$ cat src/rtl/pattern_gen_ctrl.sv
// Command sequencer for the 8-bit pattern generator: seed load, single/counted
// stepping at a programmable rate, and a two-stage capture of generator output.
module pattern_gen_ctrl #(
  parameter int         DIV_W        = 8,
  parameter int         CNT_W        = 8,
  parameter logic [7:0] DEFAULT_SEED = 8'h01
) (
  input  logic             clk,
  input  logic             rst_n,
  input  logic             ena,
  input  logic             cmd_valid,
  output logic             cmd_ready,
  input  logic [1:0]       cmd_op,
  input  logic [CNT_W-1:0] cmd_arg,
  input  logic [DIV_W-1:0] div_cfg,
  output logic             gen_load,
  output logic [7:0]       gen_seed,
  output logic             gen_step,
  input  logic [7:0]       gen_data,
  output logic [7:0]       out_data,
  output logic             out_valid,
  output logic             busy,
  output logic             done
);

  typedef enum logic [1:0] {
    S_IDLE = 2'd0,
    S_LOAD = 2'd1,
    S_RUN  = 2'd2,
    S_STEP = 2'd3
  } state_t;

  localparam logic [1:0] OP_ABORT = 2'b00;
  localparam logic [1:0] OP_LOAD  = 2'b01;
  localparam logic [1:0] OP_RUN   = 2'b10;
  localparam logic [1:0] OP_STEP  = 2'b11;

  localparam logic [DIV_W-1:0] DIV_ZERO = {DIV_W{1'b0}};
  localparam logic [DIV_W-1:0] DIV_ONE  = {{(DIV_W-1){1'b0}}, 1'b1};
  localparam logic [CNT_W-1:0] CNT_ZERO = {CNT_W{1'b0}};
  localparam logic [CNT_W-1:0] CNT_ONE  = {{(CNT_W-1){1'b0}}, 1'b1};
  localparam logic [7:0]       SEED_ZERO = 8'h00;

  state_t           state_q, state_d;
  logic [DIV_W-1:0] pre_q, pre_d;
  logic [DIV_W-1:0] div_q, div_d;
  logic [CNT_W-1:0] rem_q, rem_d;
  logic [7:0]       seed_q, seed_d;
  logic             done_q, done_d;
  logic             step_d1_q, step_d1_d;
  logic [7:0]       out_data_q, out_data_d;
  logic             out_valid_q, out_valid_d;

  logic             cmd_accept_s;
  logic             step_raw_s;

  // Strobes and handshake are gated by ena so a frozen block is silent
  always_comb begin
    step_raw_s   = ((state_q == S_RUN) && (pre_q == DIV_ZERO)) || (state_q == S_STEP);
    cmd_ready    = ena && ((state_q == S_IDLE) || (state_q == S_RUN));
    cmd_accept_s = cmd_valid && cmd_ready;
    gen_step     = ena && step_raw_s;
    gen_load     = ena && (state_q == S_LOAD);
    gen_seed     = seed_q;
    out_data     = out_data_q;
    out_valid    = ena && out_valid_q;
    done         = ena && done_q;
    busy         = (state_q != S_IDLE);
  end

  // Next-state, counters and capture pipeline
  always_comb begin
    state_d     = state_q;
    pre_d       = pre_q;
    div_d       = div_q;
    rem_d       = rem_q;
    seed_d      = seed_q;
    done_d      = 1'b0;
    // Stage 1 remembers a step; stage 2 samples the already-advanced generator
    step_d1_d   = gen_step;
    out_valid_d = step_d1_q;
    if (step_d1_q) begin
      out_data_d = gen_data;
    end else begin
      out_data_d = out_data_q;
    end

    case (state_q)
      S_IDLE: begin
        if (cmd_accept_s) begin
          case (cmd_op)
            OP_LOAD: begin
              // A zero seed would lock up an LFSR, so substitute the default
              if (cmd_arg[7:0] == SEED_ZERO) begin
                seed_d = DEFAULT_SEED;
              end else begin
                seed_d = cmd_arg[7:0];
              end
              state_d = S_LOAD;
            end
            OP_RUN: begin
              if (cmd_arg == CNT_ZERO) begin
                done_d = 1'b1;
              end else begin
                rem_d   = cmd_arg;
                div_d   = div_cfg;
                pre_d   = div_cfg;
                state_d = S_RUN;
              end
            end
            OP_STEP: begin
              state_d = S_STEP;
            end
            default: begin
              state_d = S_IDLE;
            end
          endcase
        end else begin
          state_d = S_IDLE;
        end
      end
      S_LOAD: begin
        state_d = S_IDLE;
      end
      S_RUN: begin
        // Abort wins over a coincident final step: a step still happens, but no done
        if (cmd_accept_s && (cmd_op == OP_ABORT)) begin
          state_d = S_IDLE;
          pre_d   = DIV_ZERO;
          rem_d   = CNT_ZERO;
        end else if (pre_q == DIV_ZERO) begin
          pre_d = div_q;
          rem_d = rem_q - CNT_ONE;
          if (rem_q == CNT_ONE) begin
            state_d = S_IDLE;
            done_d  = 1'b1;
          end else begin
            state_d = S_RUN;
          end
        end else begin
          pre_d = pre_q - DIV_ONE;
        end
      end
      S_STEP: begin
        state_d = S_IDLE;
        done_d  = 1'b1;
      end
      default: begin
        state_d = S_IDLE;
      end
    endcase
  end

  // State register; every flop holds while ena is low
  always_ff @(posedge clk or negedge rst_n) begin
    if (!rst_n) begin
      state_q     <= S_IDLE;
      pre_q       <= DIV_ZERO;
      div_q       <= DIV_ZERO;
      rem_q       <= CNT_ZERO;
      seed_q      <= DEFAULT_SEED;
      done_q      <= 1'b0;
      step_d1_q   <= 1'b0;
      out_data_q  <= 8'h00;
      out_valid_q <= 1'b0;
    end else if (ena) begin
      state_q     <= state_d;
      pre_q       <= pre_d;
      div_q       <= div_d;
      rem_q       <= rem_d;
      seed_q      <= seed_d;
      done_q      <= done_d;
      step_d1_q   <= step_d1_d;
      out_data_q  <= out_data_d;
      out_valid_q <= out_valid_d;
    end
  end

endmodule

$ cat config.mk
export PLATFORM = sky130hd
export DESIGN_NAME = pattern_gen_ctrl
export DESIGN_NICKNAME = d
export VERILOG_FILES = /design/src/rtl/pattern_gen_ctrl.sv
export SDC_FILE = /design/constraint.sdc
export NUM_CORES = 1
export LEC_CHECK = 0
export BUFFER_PORTS_ARGS = -buffer_cell sky130_fd_sc_hd__buf_2
export CAP_MARGIN = 40
export CORE_MARGIN = 2
export CORE_UTILIZATION = 58
export DETAILED_ROUTE_END_ITERATION = 8
export PLACE_DENSITY_LB_ADDON = 0.25
export SLEW_MARGIN = 5
export SYNTH_ARGS = -nofsm -noshare
export SYNTH_HDL_FRONTEND = slang
export SYNTH_SLANG_ARGS = --single-unit
$ cat constraint.sdc
create_clock -name clk -period 3.89 [get_ports clk]
set_input_delay 0 -clock clk [delete_from_list [all_inputs] [get_ports clk]]
set_output_delay 0 -clock clk [all_outputs]
set_load 0.02 [all_outputs]
==> summary.md <==
| Metric | Value |
|---|---|
| Status | completed |
| Root buffer cell | clkbuf_8 |
| GRT Total Usage | 28.73% |
| Final Max Slew Viols | 0 |
| Top cells by area, synth | dfrtp_1 (47%), mux2_2 (12%), nand2_1 (3.7%) |
| Yosys warning count | 0 |
| Placer congestion estimate | between 0.8 and 0.9 |
| Highest-count cells in the layout ignoring fill and taps | buf_2 (51), dfrtp_1 (44), dlygate4sd3_1 (25) |
| Met3 Track Usage GR | approximately 6.2% |
| Hold Buf Count CTS | 25 |
| # IOs | between 50 and 60 |
| Antenna-violating nets left | 0 |
| H-tree Lvls | 2 |
| Vias in the first global route | ~2100 |
| Clock Skew | ~0.018 ns |
| Vias | 2108 |
| Sequential area share after synthesis | about half |
| Grt ovf | 0 |
| Vias per inst | approximately 6 |
| Synth Instances | 230 |
| Leading cell type in the layout, fill and taps excluded | buf_2 |
| Simple-Gate Fraction of Synth Area | ~15% |
| Fraction of layout cells with a size suffix above 1 | 29.51% |
| Core area | between 3000 and 4000 um2 |
| DRT Pass-1 Iters | 4 |
| Cts bufs inserted | 5 |
| Setup crit end kind | output pin |
| Final Cycle Share | about two thirds |
| Adder-cell share of the synthesized area | 2.133% |
| Synthesized flop and latch total | between 40 and 50 |
| Sequential Power Share | between 40% and 50% |
| Synth Area in XOR/XNOR | 1.493% |
| Sw Ratio | about two fifths |
| Critical Path Fanout Max | 9 |
| Critical Path AT | around 2.5 ns |
| GR peak layer | met2 |
| Fin nets | ~340 |
| CTS tree | yes |
| Largest area contributor in the netlist | dfrtp_1 |
| Unrepaired setup endpoints after global routing | no |
| Placed instance area | between 2000 and 3000 um2 |
| Fin crit period | 2.540 ns |
| Yosys cell types | 49 |
| Async SR Flop Fraction | 100.0% |
| WS Path Type | flip-flop to output pin |
| Initial antenna violation count | 0 |
| Final setup TNS | 0 ns |
| Final setup violation count | 0 |
| M2 GR Usage | around 46% |
| Fin area | about 3000 um2 |
| Main combinational cell family by area after synthesis | compound AO/OA/AOI/OAI gates |
| IO buf count | 51 |
| P&R area growth vs syn | 27.95% |
| Starting Density | approximately 60% |
| Hold Vio Cnt, Final | 0 |
| Slew @ Worst Pin | 0.8430 ns |
| Synth Area in Compound Gates | 18.35% |
| Clock sink count | 45 |
| Synthesized area per cell | 10.20 um2 |
| Gate power share | 41.3% |
| Final Non-Filler Cells | between 300 and 400 |
| Ant. Diodes | 0 |
| EDFF count, synth | 0 |
| GR met1 Demand/Resource | about two fifths |
| Multiplexer share of the synthesized area | between 10% and 20% |
| Dpl hpwl | approximately 3.7 mm |
| Pleak | about 1.4 nW |
| Chip Width | 67.60 um |
| Pint | between 1 and 1.5 mW |
| Placed cells | ~320 |
| Psw | about 0.85 mW |
| Critical Path RT | a little under 4 ns |
| Largest net degree at the start of global routing | 32 |
| Post-Route WL | 5.886 mm |
| Hold Crit Class | input port to flip-flop |
| Fmax | between 300 and 400 MHz |
| Die Height | 67.60 um |
| Routed length per instance | approximately 17 um |
| Later-pin clock latency in the skew report | roughly 0.3 ns |
| Row count | 23 |
| Most used flip-flop cell after synthesis | dfrtp_1 |
| Top cell type's share of synthesized area | between 40% and 50% |
| Post-CTS Repair Setup Buffers | 0 |
| Clock share of power | between 10% and 20% |
| Max VDD drop | between 0.4 and 0.5 mV |
| Initial drt markers | 164 |
| Clk buf depth | 2 |
| First-pass GRT wire length | just under 10 mm |
| Die ar. | about 4600 um2 |
| Pwr dens | roughly 700 nW/um2 |
| Synthesized cell area | 2346 um2 |
| Clock transition at the registers of the reported paths | 0.10 ns |
| Syn nets | between 200 and 300 |
| Startpoint types | flip-flop |
| Residual DRC | 0 |
| Post_cts resized | 0 |
| Number of max-cap violations | 0 |
| Slew headroom | a little over two fifths |
## cell usage after synthesis (2+ instances only)
cell type,number
o211ai_1,2
o21a_1,2
nor4_1,4
and2_1,3
nor2_1,17
a32oi_1,2
ha_1,4
o31ai_1,2
nor3_1,6
o22ai_1,2
clkbuf_1,4
a311oi_1,2
a31oi_1,7
o21ai_1,9
mux2_2,24
a22oi_1,4
a21oi_1,12
buf_2,6
o21ai_0,10
or4_1,3
o22a_1,2
inv_1,8
dfrtp_1,44
xor2_1,3
or3_1,2
nand2_1,23
## worst paths after layout
| kind | end | cells past startpoint | slack [ns] | from |
|---|---|---|---|---|
| worst max-delay path | gen_step | 6 | 1.35 | pre_q[1] |
| worst min-delay path | out_valid_q | 2 | 0.05 | ena |
| worst max register to register | rem_q[5] | 7 | 1.43 | pre_q[1] |
| worst min register to register | out_valid_d | 1 | 0.50 | out_valid_d |
| max in group asynchronous | pre_q[7] | 3 | 3.26 | rst_n |
| min in group asynchronous | out_data[1] | 2 | 0.13 | rst_n |
## worst max-delay path, stage by stage (launching register included)
cell and delay, ns:
dfrtp_1 0.42, inv_1 0.13, ha_1 0.21, or4b_1 0.56, or2_0 0.44, a21oi_1 0.27
buf_2 0.20
## cells by family (layout without fill, tap and decap cells)
family                   after synthesis  in the layout
multiplexers                          24             24
AND/OR/NAND/NOR                       69             69
buffers and inverters                 19             94
AO/OA/AOI/OAI                         65             65
flip-flops                            45             45
adder cells (fa/ha/maj)                4              4
XOR/XNOR                               4              4
## registers in the layout, indices dropped and copies added (netlist names)
signal	count
done_q	1
out_data	8
out_valid_d	1
div_q	8
pre_q	8
rem_q	8
out_valid_q	1
state_q	2
gen_seed	8
## metrics by stage
stage	worst slack [ns]	hold WS, ns	total power [mW]	utilization (%)
final	1.350	0.05280	2.107	76.13
after global routing	1.191	0.09117	2.255	76.13
after CTS	1.356	0.03065	2.092	76.13
after detailed placement	1.454	-0.06175	1.704	66.84
after global placement	1.560	0.2183	1.670	66.33
after floorplan	1.723	-0.2956	1.455	-
## per-layer routing
layer  up-vias  wire (um)
met1       988       2550
met4         0         60
met5         -          0
met2       117       2810
met3        10        465
li1        993          -
## layout make-up
class	count	area, um2
clock buffer	5	68.82
clock inverter	3	47.55
fill	256	940.9
inverter	8	30.03
multi-input combinational	166	1132
sequential	45	1127
tap	50	62.56
timing repair buffer	78	533.0
## power by group through the flow
stage               combinational (mW)  sequential, mW  clock [mW]
global placement                 0.812           0.858           0
global route                     0.959           0.901       0.395
finish                           0.870           0.872       0.366
CTS                              0.861           0.858       0.373
floorplan                        0.533           0.921           0
detailed placement               0.840           0.864           0
(Power assumes the default switching activity.)
